File: config.mk
export PLATFORM = sky130hd
export DESIGN_NAME = apb_master_bridge_flat
export DESIGN_NICKNAME = d
export VERILOG_FILES = /design/src/rtl/apb_master_bridge_if.sv /design/src/rtl/apb_master_bridge.sv /design/src/flat_wrapper.sv
export SDC_FILE = /design/constraint.sdc
export NUM_CORES = 1
export LEC_CHECK = 0
export CAP_MARGIN = 20
export CORE_MARGIN = 8
export CORE_UTILIZATION = 38
export DETAILED_ROUTE_END_ITERATION = 10
export HOLD_SLACK_MARGIN = 0.08
export PLACE_DENSITY = 0.88
export SLEW_MARGIN = 20
export SYNTH_ARGS = -nofsm -noshare
export SYNTH_HDL_FRONTEND = slang
export SYNTH_SLANG_ARGS = --single-unit
File: constraint.sdc
create_clock -name PCLK -period 3.5 [get_ports PCLK]
set_input_delay 0.7 -clock PCLK [delete_from_list [all_inputs] [get_ports PCLK]]
set_output_delay 0.7 -clock PCLK [all_outputs]
set_load 0.02 [all_outputs]
File: src/rtl/apb_master_bridge_if.sv
// Request/response channel plus APB3 bus for apb_master_bridge.
// master = bridge view, slave = requester/peripheral environment.
interface apb_master_bridge_if #(
  parameter int ADDR_W = 32,
  parameter int DATA_W = 32
);
  logic              req_valid;
  logic              req_ready;
  logic              req_write;
  logic [ADDR_W-1:0] req_addr;
  logic [DATA_W-1:0] req_wdata;
  logic              rsp_valid;
  logic              rsp_ready;
  logic [DATA_W-1:0] rsp_rdata;
  logic              rsp_err;
  logic              rsp_timeout;
  logic              PSEL;
  logic              PENABLE;
  logic              PWRITE;
  logic [ADDR_W-1:0] PADDR;
  logic [DATA_W-1:0] PWDATA;
  logic [DATA_W-1:0] PRDATA;
  logic              PREADY;
  logic              PSLVERR;

  modport master (
    input  req_valid, req_write, req_addr,
    input  req_wdata, rsp_ready,
    input  PRDATA, PREADY, PSLVERR,
    output req_ready, rsp_valid, rsp_rdata,
    output rsp_err, rsp_timeout,
    output PSEL, PENABLE, PWRITE,
    output PADDR, PWDATA
  );

  modport slave (
    output req_valid, req_write, req_addr,
    output req_wdata, rsp_ready,
    output PRDATA, PREADY, PSLVERR,
    input  req_ready, rsp_valid, rsp_rdata,
    input  rsp_err, rsp_timeout,
    input  PSEL, PENABLE, PWRITE,
    input  PADDR, PWDATA
  );
endinterface

File: src/rtl/apb_master_bridge.sv
// Single-outstanding APB3 initiator fed by a valid/ready request
// channel, with a response channel and an ACCESS-phase watchdog.
module apb_master_bridge #(
  parameter int ADDR_W         = 32,
  parameter int DATA_W         = 32,
  parameter int TIMEOUT_CYCLES = 256
) (
  input logic           PCLK,
  input logic           PRESET,
  apb_master_bridge_if.master bus
);

  localparam logic [1:0] IDLE   = 2'd0;
  localparam logic [1:0] SETUP  = 2'd1;
  localparam logic [1:0] ACCESS = 2'd2;
  localparam logic [1:0] RESP   = 2'd3;

  localparam bit WD_EN = (TIMEOUT_CYCLES > 0);
  localparam int CNT_W =
    WD_EN ? $clog2(TIMEOUT_CYCLES + 1) : 1;
  localparam int LAST_I =
    WD_EN ? TIMEOUT_CYCLES - 1 : 0;
  localparam logic [CNT_W-1:0] CNT_LAST =
    CNT_W'(LAST_I);
  localparam logic [CNT_W-1:0] CNT_MAX = '1;

  logic [1:0]       state;
  logic [CNT_W-1:0] cnt;

  assign bus.req_ready = (state == IDLE);

  always_ff @(posedge PCLK or posedge PRESET) begin
    if (PRESET) begin
      state           <= IDLE;
      cnt             <= '0;
      bus.PSEL        <= 1'b0;
      bus.PENABLE     <= 1'b0;
      bus.PWRITE      <= 1'b0;
      bus.PADDR       <= {ADDR_W{1'b0}};
      bus.PWDATA      <= {DATA_W{1'b0}};
      bus.rsp_valid   <= 1'b0;
      bus.rsp_rdata   <= {DATA_W{1'b0}};
      bus.rsp_err     <= 1'b0;
      bus.rsp_timeout <= 1'b0;
    end else begin
      unique case (state)
        IDLE: begin
          if (bus.req_valid) begin
            bus.PWRITE <= bus.req_write;
            bus.PADDR  <= bus.req_addr;
            bus.PWDATA <= bus.req_wdata;
            bus.PSEL   <= 1'b1;
            state      <= SETUP;
          end
        end
        SETUP: begin
          bus.PENABLE <= 1'b1;
          state       <= ACCESS;
        end
        ACCESS: begin
          // PREADY on the last watchdog cycle still completes normally
          if (bus.PREADY) begin
            bus.PSEL        <= 1'b0;
            bus.PENABLE     <= 1'b0;
            bus.rsp_valid   <= 1'b1;
            bus.rsp_rdata   <= bus.PWRITE ?
                               {DATA_W{1'b0}} : bus.PRDATA;
            bus.rsp_err     <= bus.PSLVERR;
            bus.rsp_timeout <= 1'b0;
            state           <= RESP;
          end else if (WD_EN && cnt == CNT_LAST) begin
            bus.PSEL        <= 1'b0;
            bus.PENABLE     <= 1'b0;
            bus.rsp_valid   <= 1'b1;
            bus.rsp_rdata   <= {DATA_W{1'b0}};
            bus.rsp_err     <= 1'b1;
            bus.rsp_timeout <= 1'b1;
            state           <= RESP;
          end else if (cnt != CNT_MAX) begin
            cnt <= cnt + 1'b1;
          end
        end
        RESP: begin
          if (bus.rsp_ready) begin
            bus.rsp_valid <= 1'b0;
            cnt           <= '0;
            state         <= IDLE;
          end
        end
        default: state <= IDLE;
      endcase
    end
  end

endmodule

File: src/flat_wrapper.sv
// flat-port wrapper written by rule: the top's interface ports become plain ports
module apb_master_bridge_flat 
#(
  parameter int ADDR_W         = 32,
  parameter int DATA_W         = 32,
  parameter int TIMEOUT_CYCLES = 256
)
  (PCLK, PRESET, bus_req_valid, bus_req_write, bus_req_addr, bus_req_wdata, bus_rsp_ready, bus_PRDATA, bus_PREADY, bus_PSLVERR, bus_req_ready, bus_rsp_valid, bus_rsp_rdata, bus_rsp_err, bus_rsp_timeout, bus_PSEL, bus_PENABLE, bus_PWRITE, bus_PADDR, bus_PWDATA);
  apb_master_bridge_if #(.ADDR_W(ADDR_W), .DATA_W(DATA_W)) bus_i ();
  input logic PCLK;
  input logic PRESET;
  input wire logic [$bits(bus_i.req_valid)-1:0] bus_req_valid;
  input wire logic [$bits(bus_i.req_write)-1:0] bus_req_write;
  input wire logic [$bits(bus_i.req_addr)-1:0] bus_req_addr;
  input wire logic [$bits(bus_i.req_wdata)-1:0] bus_req_wdata;
  input wire logic [$bits(bus_i.rsp_ready)-1:0] bus_rsp_ready;
  input wire logic [$bits(bus_i.PRDATA)-1:0] bus_PRDATA;
  input wire logic [$bits(bus_i.PREADY)-1:0] bus_PREADY;
  input wire logic [$bits(bus_i.PSLVERR)-1:0] bus_PSLVERR;
  output wire logic [$bits(bus_i.req_ready)-1:0] bus_req_ready;
  output wire logic [$bits(bus_i.rsp_valid)-1:0] bus_rsp_valid;
  output wire logic [$bits(bus_i.rsp_rdata)-1:0] bus_rsp_rdata;
  output wire logic [$bits(bus_i.rsp_err)-1:0] bus_rsp_err;
  output wire logic [$bits(bus_i.rsp_timeout)-1:0] bus_rsp_timeout;
  output wire logic [$bits(bus_i.PSEL)-1:0] bus_PSEL;
  output wire logic [$bits(bus_i.PENABLE)-1:0] bus_PENABLE;
  output wire logic [$bits(bus_i.PWRITE)-1:0] bus_PWRITE;
  output wire logic [$bits(bus_i.PADDR)-1:0] bus_PADDR;
  output wire logic [$bits(bus_i.PWDATA)-1:0] bus_PWDATA;
  assign bus_i.req_valid = bus_req_valid;
  assign bus_i.req_write = bus_req_write;
  assign bus_i.req_addr = bus_req_addr;
  assign bus_i.req_wdata = bus_req_wdata;
  assign bus_i.rsp_ready = bus_rsp_ready;
  assign bus_i.PRDATA = bus_PRDATA;
  assign bus_i.PREADY = bus_PREADY;
  assign bus_i.PSLVERR = bus_PSLVERR;
  assign bus_req_ready = bus_i.req_ready;
  assign bus_rsp_valid = bus_i.rsp_valid;
  assign bus_rsp_rdata = bus_i.rsp_rdata;
  assign bus_rsp_err = bus_i.rsp_err;
  assign bus_rsp_timeout = bus_i.rsp_timeout;
  assign bus_PSEL = bus_i.PSEL;
  assign bus_PENABLE = bus_i.PENABLE;
  assign bus_PWRITE = bus_i.PWRITE;
  assign bus_PADDR = bus_i.PADDR;
  assign bus_PWDATA = bus_i.PWDATA;
  apb_master_bridge #(.ADDR_W(ADDR_W), .DATA_W(DATA_W), .TIMEOUT_CYCLES(TIMEOUT_CYCLES)) u_core (.PCLK(PCLK), .PRESET(PRESET), .bus(bus_i));
endmodule
==> impl_metrics.yaml, run 1 <==
status:
  outcome: "complete, no violations"
floorplanning:
  die_w_um: 125
  num_rows: 40
  dieArea_um2: 15700
  start_util: 0.384
  io_pins: 206
  core_area_um2: 11900
  die_h_um: 125
pwr:
  switchingPower_w: 0.00252
  p_comb_frac: 0.455
  p_int_w: 0.00473
  sequentialPowerShare: 0.313
  ir_drop_v: 0.000456
  total_power_w: 0.00725
  clockPowerShare: 0.232
  cellLeakagePower_nw: 3.12
  powerDensity_nw_per_um2: 987
  swShare: 0.348
min_path:
  holdCritPathClass: "reg2reg"
  hold_start: "u_core.bus.rsp_rdata[25]"
  hold_depth: 2
clock_network:
  htreeDepth: 4
  clkLatencyLatePin_ns: 0.39
  clk_path_buf_depth: 2
  cts_resized: 0
  cts_made_buffers: 17
  path_clk_slew_ns: 0.05
  cts_sinks: 113
  cts-root-buf: "clkbuf_16"
  cts_setup_buffers: 0
  cts_tree: "built"
  cts-hold-fix-buffers: 0
cells_and_area:
  drive_above_1_share: 0.172
  layout.nets: 692
  syn_to_final_growth_pct: 61.5
synth:
  syn_inst: 374
  synthesis.nets: 484
  ys_seq_area_frac: 0.621
  synth.distinct_cells: 34
  yosysTopAreaCell: "dfrtp_1"
  yosysTopAreaCellShare: 0.621
  ys_top_cells_by_area: "dfrtp_1, mux2_2, nand2_1, o21ai_0, ha_1"
  synth_area_um2: 4550
  syn_area_per_cell_um2: 12.2
  synth_seq_cells: 113
  ys_warn_count: 0
routing:
  detail-route-antenna-nets: 0
  wl_per_cell_um: 17.5
  first_pass_iters: 4
  wl_um: 13000
  drtIter0Drc: 119
  vias_per_cell: 4.87
  num_vias: 3601
  drc: 0
sta:
  skew_ns: 0.00611
  maxSlewHeadroom: 0.398
  post-route-period-util: 0.731
  fmax_ghz: 0.391
  layout_min_cycle_time_ns: 2.56
  setup_violations: 0
  finalMaxSlewViolations: 0
  tns_ns: 0
  tightest_slew_ns: 0.890
  rsz0062_at_grt: "no"
  hold_viol_final: 0
worst_setup_path:
  crit_start: "u_core.cnt[0]"
  worstPathArrival_ns: 2.84
  path_class: "reg2reg"
  cp-start-kind: "register"
  cp-end-kind: "register"
  required_ns: 3.78
  cp_max_fo: 7
  r2r_cells: 7
  timing.rr.start: "u_core.cnt[0]"
place:
  place_hpwl_um: 9940
  portBuffers: 205
  place_congestion: 0.784
grt:
  grt_remaining_overflow: 0
  antenna_found_initial: 1
  grt_first_pass_wirelength_um: 21200
  grt_pass1_vias: 3969
  grt_max_degree: 66
  grt_usage: 0.170
flow_run:
  max_cap_viol_count: 0
## cells by family after synthesis
logic type	Yosys count	share of synthesized area
DFF	113	0.621
AOI/OAI and AO/OA	66	0.0836
buffers and inverters	33	0.0291
and+or+nand+nor	89	0.0838
adders and majority gates	7	0.0192
muxes	66	0.163
## critical path: stages, from the launching register on
cell     delay, ns
dfrtp_1       0.39
ha_1          0.25
nand3_1       0.09
nor2_1        0.06
ha_1          0.29
or4b_1        0.67
a221o_1       0.41
o31a_1        0.29
## cell usage after synthesis
cell / number
a211oi_1: 2
a21bo_2: 1
a21o_1: 2
a21oi_1: 9
a221o_1: 1
a31oi_1: 2
a32o_1: 1
a41oi_1: 1
and2_1: 1
and3_1: 1
buf_2: 1
buf_6: 1
clkbuf_1: 20
dfrtp_1: 113
ha_1: 7
inv_1: 11
mux2_2: 65
mux2i_1: 1
nand2_1: 68
nand2b_1: 1
nand3_1: 4
nand4_1: 1
nor2_1: 3
nor2b_1: 3
nor4_1: 2
nor4b_1: 1
o21a_1: 3
o21ai_0: 41
o22a_1: 1
o31a_1: 1
o41ai_1: 1
or3_1: 2
or4_1: 1
or4b_1: 1
## sequential cells by signal (all words and copies together), names as in the netlist
register and count:
u_core.cnt 9, u_core.bus.rsp_valid 1, u_core.bus.rsp_err 1, u_core.bus.PENABLE 1
u_core.bus.rsp_timeout 1, u_core.bus.PADDR 32, u_core.bus.PWRITE 1, u_core.state 2
u_core.bus.PSEL 1, u_core.bus.PWDATA 32, u_core.bus.rsp_rdata 32
## routing by layer
| layer | share of wire | track usage | vias to the layer above |
|---|---|---|---|
| met3 | 0.068 | 0.0603 | 28 |
| li1 | - | - | 1694 |
| met1 | 0.38 | 0.181 | 1742 |
| met4 | 0.032 | 0.0881 | 0 |
| met2 | 0.52 | 0.291 | 137 |
| met5 | 0 | 0 | - |
## cells in the final DEF, fill, tap and decap left out, types with 4 or more instances in the layout
cell             instances
dfrtp_1                113
clkinv_2                 4
buf_4                    5
o21ai_0                 40
mux2_2                  65
inv_1                   10
nand2_1                 67
clkdlybuf4s50_1        205
clkbuf_16               17
nand3_1                  4
ha_1                     7
a21oi_1                  9
## final timing paths
check | end | slack (ns)
max in group asynchronous | u_core.bus.PWDATA[3] | 2.06
min in group asynchronous | u_core.bus.PADDR[17] | 0.68
max | u_core.cnt[5] | 0.94
max reg2reg | u_core.cnt[5] | 0.94
min | u_core.bus.rsp_rdata[25] | 0.48
min reg2reg | u_core.bus.rsp_rdata[25] | 0.48
## cell type report
| type | instances | area (um2) |
|---|---|---|
| diodes | 1 | 2.50 |
| repair buffers | 211 | 2110 |
| clock inverters | 7 | 110 |
| flip-flops and latches | 113 | 2830 |
| inverters | 11 | 45.0 |
| fillers | 942 | 4510 |
| clock buffers | 22 | 464 |
| well taps | 147 | 184 |
| multi-input cells | 228 | 1610 |
## metrics by stage
step	setup slack (ns)	instance area, um2	hold slack [ns]	instances	util
final	0.942	7350	0.476	740	0.620
after global routing	0.815	7350	0.504	740	0.620
after CTS	0.942	7350	0.480	739	0.620
after detailed placement	0.700	6770	0.470	710	0.571
after global placement	0.770	6770	0.462	710	0.571
after floorplan	1.17	4560	0.492	374	-
## power groups by stage
stage               Sequential, W  Clock (W)  Combinational [W]
floorplan                 0.00299          0           0.000954
global placement          0.00224          0            0.00326
detailed placement        0.00229          0            0.00334
CTS                       0.00228    0.00171            0.00335
global route              0.00236    0.00178            0.00352
finish                    0.00227    0.00168            0.00330
Power figures use the tool's default switching activity.
==> run 2: changes to the inputs <==
clock period = 2.1 ns   (was 3.5 ns; I/O delays follow)
==> run 2 against run 1 <==
The flow now finishes with violations (setup timing); register-to-register slack worse by 1.0 ns; largest power group unchanged; setup slack lost 1.0 ns; cell count up 2.3%; wire length grew 2.6%; flip-flop and latch count stayed put; total power up 70%; sequential share of layout area is 1.1 points lower.
==> impl_metrics.yaml, run 2 (same netlist as run 1, synthesis figures left out) <==
worst_setup_path:
  r2r-end: "u_core.cnt[5]"
  cp_slowest_stage_delay_ns: 0.53
  slowest_stage: "or4b_4"
  required_ns: 2.45
  crit_chain: "ha_2 > nand3_2 > nor2_4 > ha_4 > or4b_4 > buf_4 > o41ai_2 > o31a_1"
  worstPathArrival_ns: 2.53
  r2r_cells: 8
  cp-end-kind: "register"
  path_class: "reg2reg"
  timing.rr.start: "u_core.cnt[0]"
  reg2reg_slack_ns: -0.08
  cp_max_fo: 6
  cp-start-kind: "register"
  crit_buf_inv: 1
  critPathTopFamily: "simple AND/OR/NAND/NOR gates"
flow_run:
  max_cap_viol_count: 0
sta:
  tns_ns: -0.121
  hold_viol_final: 0
  fmax_ghz: 0.458
  finalWorstSetupSlack_ns: -0.0817
  rsz0062_at_grt: "yes"
  tightest_slew_ns: 0.517
  holdWs_ns: 0.469
  maxSlewHeadroom: 0.655
  setup_violations: 5
  finalMaxSlewViolations: 0
  skew_ns: 0.00785
  post-route-period-util: 1.04
  layout_min_cycle_time_ns: 2.18
pwr:
  ir_drop_v: 0.000808
  cellLeakagePower_nw: 3.23
  total_power_w: 0.0123
  powerDensity_nw_per_um2: 1630
place:
  place_congestion: 0.811
  place_area_um2: 6910
  portBuffers: 205
  place_hpwl_um: 9950
clock_network:
  clkLatencyLatePin_ns: 0.41
  htreeDepth: 4
  cts-root-buf: "clkbuf_16"
  clk_path_buf_depth: 2
  cts_made_buffers: 17
  cts_sinks: 113
  path_clk_slew_ns: 0.05
  cts_tree: "built"
floorplanning:
  io_pins: 206
  dieArea_um2: 15700
  die_h_um: 125
  num_rows: 40
  core_area_um2: 11900
  die_w_um: 125
  start_util: 0.384
routing:
  num_vias: 3638
  detail-route-antenna-nets: 0
  wl_um: 13300
  drc: 0
  first_pass_iters: 4
  vias_per_cell: 4.81
  drtIter0Drc: 208
  wl_per_cell_um: 17.6
cells_and_area:
  design_area_um2: 7560
  fin_util: 0.637
  layout.nets: 707
  multi_input_area_um2: 1660
  n_antenna_cell: 0
  final_common_cell: "clkdlybuf4s50_1"
  regArea_um2: 2830
  drive_above_1_share: 0.205
  syn_to_final_growth_pct: 66.0
  top_regs: "u_core.bus.PADDR: 32 flops, u_core.bus.PWDATA: 32 flops, u_core.bus.rsp_rdata: 32 flops"
  n_fill_cell: 896
  layout_common_cells: "clkdlybuf4s50_1, dfrtp_1, nand2_1"
grt:
  grt_first_pass_wirelength_um: 21300
  grt_remaining_overflow: 0
  grt_max_degree: 66
  antenna_found_initial: 0
  grt_usage: 0.172
  grt_pass1_vias: 4013
min_path:
  holdCritPathClass: "in2async"
status:
  outcome: "complete, but fails checks"
  violations: "setup timing"
run 2: cell type report:
type / count / area share
Tap cell: 147 / 0.0243
Timing Repair Buffer: 226 / 0.299
Inverter: 11 / 0.00596
Sequential cell: 113 / 0.374
Multi-Input combinational cell: 228 / 0.220
Clock buffer: 27 / 0.0666
Clock inverter: 5 / 0.00993
run 2: report_power, final:
| part | switching [W] | internal, W | leakage (nW) |
|---|---|---|---|
| logic | 0.00284 | 0.00288 | 1.54 |
| clock network | 0.000926 | 0.00186 | 0.285 |
| registers | 0.000567 | 0.00323 | 1.40 |
| total | 0.00433 | 0.00797 | 3.23 |
run 2: metrics by stage:
stage,instances,worst slack (ns)
after floorplan,374,-0.155
after global placement,722,-0.0533
after detailed placement,722,-0.124
after CTS,755,-0.125
after global routing,757,-0.173
final,757,-0.0817
run 2: routing by layer:
metal | routed length, um | global-route usage | vias to the layer above | part of all wire
met3 | 814 | 0.0608 | 27 | 0.061
li1 | - | - | 1728 | -
met2 | 7080 | 0.302 | 129 | 0.53
met5 | 0 | 0 | - | 0
met1 | 5050 | 0.176 | 1754 | 0.38
met4 | 366 | 0.0953 | 0 | 0.027
run 2: what timing repair did:
action	in CTS	in global routing
hold buffers	0	0
setup endpoints to repair	9	9
setup buffers	1	2
pin swaps	2	4
resized for setup	7	3
run 2: worst max-delay path by stage:
stage	start	slack, ns	cells past startpoint	end
final	u_core.cnt[0]	-0.08	8	u_core.cnt[5]
after global routing	u_core.cnt[0]	-0.17	8	u_core.cnt[5]
after CTS	u_core.cnt[0]	-0.12	7	u_core.cnt[5]
after detailed placement	u_core.cnt[1]	-0.12	7	u_core.cnt[5]
after global placement	bus_PREADY	-0.05	4	u_core.cnt[5]
after floorplan	u_core.cnt[0]	-0.16	8	u_core.cnt[5]
run 2: worst register-to-register path, cell delays in order (launching register included):
cell and delay (ns):
dfrtp_1 0.39, ha_2 0.20, nand3_2 0.09, nor2_4 0.05, ha_4 0.16, or4b_4 0.53, buf_4 0.18, o41ai_2 0.33
o31a_1 0.19
==> run 3: changes to the inputs <==
CELL_PAD_IN_SITES_DETAIL_PLACEMENT = 1   (was unset)
CELL_PAD_IN_SITES_GLOBAL_PLACEMENT = 1   (was unset)
CORE_UTILIZATION = 28   (was 38)
PLACE_DENSITY = 0.86   (was 0.88)
==> run 3 against run 2 <==
Clock skew is 0.0011 ns lower; core utilization is 15 points lower; register-to-register slack got worse by 0.06 ns; die area increased by 31%; wire length grew 21%; largest cell class unchanged; critical path depth stayed put; cell count is 9.6% higher; setup slack got worse by 0.055 ns; non-clock buffer count up 3; largest power group unchanged; the flow still finishes with violations (setup timing).
==> impl_metrics.yaml, run 3 (same netlist as run 1, synthesis figures left out) <==
status:
  outcome: "complete, but fails checks"
  violations: "setup timing"
cells_and_area:
  layout_common_cells: "clkdlybuf4s50_1, dfrtp_1, nand2_1"
  regArea_um2: 2830
  syn_to_final_growth_pct: 70.1
  multi_input_area_um2: 1690
  drive_above_1_share: 0.216
  n_fill_cell: 1707
  final_common_cell: "clkdlybuf4s50_1"
  layout.nets: 710
  top_regs: "u_core.bus.PADDR: 32 flops, u_core.bus.PWDATA: 32 flops, u_core.bus.rsp_rdata: 32 flops"
  fin_cells: 830
worst_setup_path:
  crit_start: "u_core.cnt[1]"
  cp-start-kind: "register"
  required_ns: 2.39
  cp-endpoint: "u_core.cnt[3]"
  slowest_stage: "or4b_4"
  cp_slowest_stage_delay_ns: 0.53
  timing.rr.start: "u_core.cnt[1]"
  worstPathArrival_ns: 2.53
  crit_chain: "ha_2 > nand3_4 > nor2_4 > ha_4 > or4b_4 > a221o_1 > buf_4 > a21o_1"
  reg2reg_slack_ns: -0.14
  cp-end-kind: "register"
  path_class: "reg2reg"
  r2r_cells: 8
  cp_max_fo: 3
  r2r-end: "u_core.cnt[3]"
sta:
  post-route-period-util: 1.07
  setup_violations: 8
  skew_ns: 0.00674
  layout_min_cycle_time_ns: 2.24
  hold_viol_final: 0
  maxSlewHeadroom: 0.642
  tightest_slew_ns: 0.537
  finalWorstSetupSlack_ns: -0.137
  fmax_ghz: 0.447
  finalMaxSlewViolations: 0
  rsz0062_at_grt: "yes"
pwr:
  sequentialPowerShare: 0.303
  p_comb_frac: 0.463
  ir_drop_v: 0.000744
  switchingPower_w: 0.00452
  powerDensity_nw_per_um2: 1630
  clockPowerShare: 0.235
  cellLeakagePower_nw: 3.25
  swShare: 0.358
  p_int_w: 0.00811
floorplanning:
  start_util: 0.287
  die_h_um: 144
  die_w_um: 144
  io_pins: 206
  dieArea_um2: 20600
  core_area_um2: 15900
  num_rows: 46
clock_network:
  clk_path_buf_depth: 2
  cts_tree: "built"
  path_clk_slew_ns: 0.06
  cts-hold-fix-buffers: 0
  cts-root-buf: "clkbuf_16"
  cts_sinks: 113
  htreeDepth: 4
  cts_made_buffers: 17
  clkLatencyLatePin_ns: 0.41
routing:
  wl_per_cell_um: 19.3
  vias_per_cell: 4.50
  num_vias: 3738
  drtIter0Drc: 136
  first_pass_iters: 4
  detail-route-antenna-nets: 0
  wl_um: 16100
  drc: 0
place:
  place_hpwl_um: 11900
  pre_cts_slack_ns: -0.143
  portBuffers: 205
  dp.cells: 793
  place_congestion: 0.807
min_path:
  holdCritPathClass: "in2async"
grt:
  antenna_found_initial: 1
  grt_max_degree: 66
  grt_pass1_vias: 4450
  grt_first_pass_wirelength_um: 24600
  grt_remaining_overflow: 0
  grt_usage: 0.157
flow_run:
  max_cap_viol_count: 0
[run 3: cell types whose count changed in the layout (fill, tap and decap cells not counted), sizes merged]
cell,previous run,this run
buf,21,24
bufinv,2,3
clkbuf,27,22
clkinvlp,1,3
diode,0,2
inv,10,11
[run 3: cell type report]
class / count / area share
Timing Repair Buffer: 229 / 0.296
Antenna cell: 2 / 0.000647
Clock buffer: 22 / 0.0626
Sequential cell: 113 / 0.365
Multi-Input combinational cell: 228 / 0.218
Tap cell: 216 / 0.0349
Inverter: 11 / 0.00582
Clock inverter: 9 / 0.0166
[run 3: worst max-delay path, delay by kind of cell, from the launching register on]
kind	cells	cell delay [ns]
and+or+nand+nor	3	0.67
AOI/OAI and AO/OA	2	0.52
DFF	1	0.39
adders and majority gates	2	0.38
buffers and inverters	1	0.15
[run 3: through the flow]
stage	util	setup TNS (ns)	area [um2]	hold slack (ns)	power (W)
global route	0.487	-1.15	7740	0.338	0.0133
floorplan	-	-0.245	4560	0.492	0.00658
finish	0.487	-0.606	7740	0.325	0.0126
detailed placement	0.442	-0.370	7020	0.474	0.00967
global placement	0.442	-0.0710	7020	0.463	0.00938
CTS	0.485	-0.297	7700	0.313	0.0128
[run 3: per-layer routing]
metal,track usage,share of wire,vias up
li1,-,-,1733
met1,0.153,0.35,1851
met2,0.294,0.56,120
met3,0.0455,0.056,34
met4,0.0841,0.034,0
met5,0,0,-
[run 3: power groups by stage]
stage,combinational [W],clock (W),sequential [W]
after CTS,0.00590,0.00305,0.00384
after floorplan,0.00159,0,0.00499
final,0.00584,0.00296,0.00382
after global placement,0.00564,0,0.00374
after detailed placement,0.00582,0,0.00385
after global routing,0.00621,0.00314,0.00397
[run 3: repair_timing]
item	4_1_cts	5_1_grt
setup endpoints to repair	10	9
gates resized for setup	9	4
pin swaps	8	5
setup buffers	3	1
[run 3: worst min path at each step]
stage          cells after the start                        to                startpoint
3_3_place_gp                       2  u_core.bus.rsp_rdata[13]  u_core.bus.rsp_rdata[13]
4_1_cts                            2       u_core.bus.PADDR[4]                    PRESET
3_5_place_dp                       2   u_core.bus.rsp_rdata[1]   u_core.bus.rsp_rdata[1]
5_1_grt                            2       u_core.bus.PADDR[4]                    PRESET
2_1_floorplan                      1           u_core.state[0]           u_core.state[0]
6_report                           2       u_core.bus.PADDR[4]                    PRESET
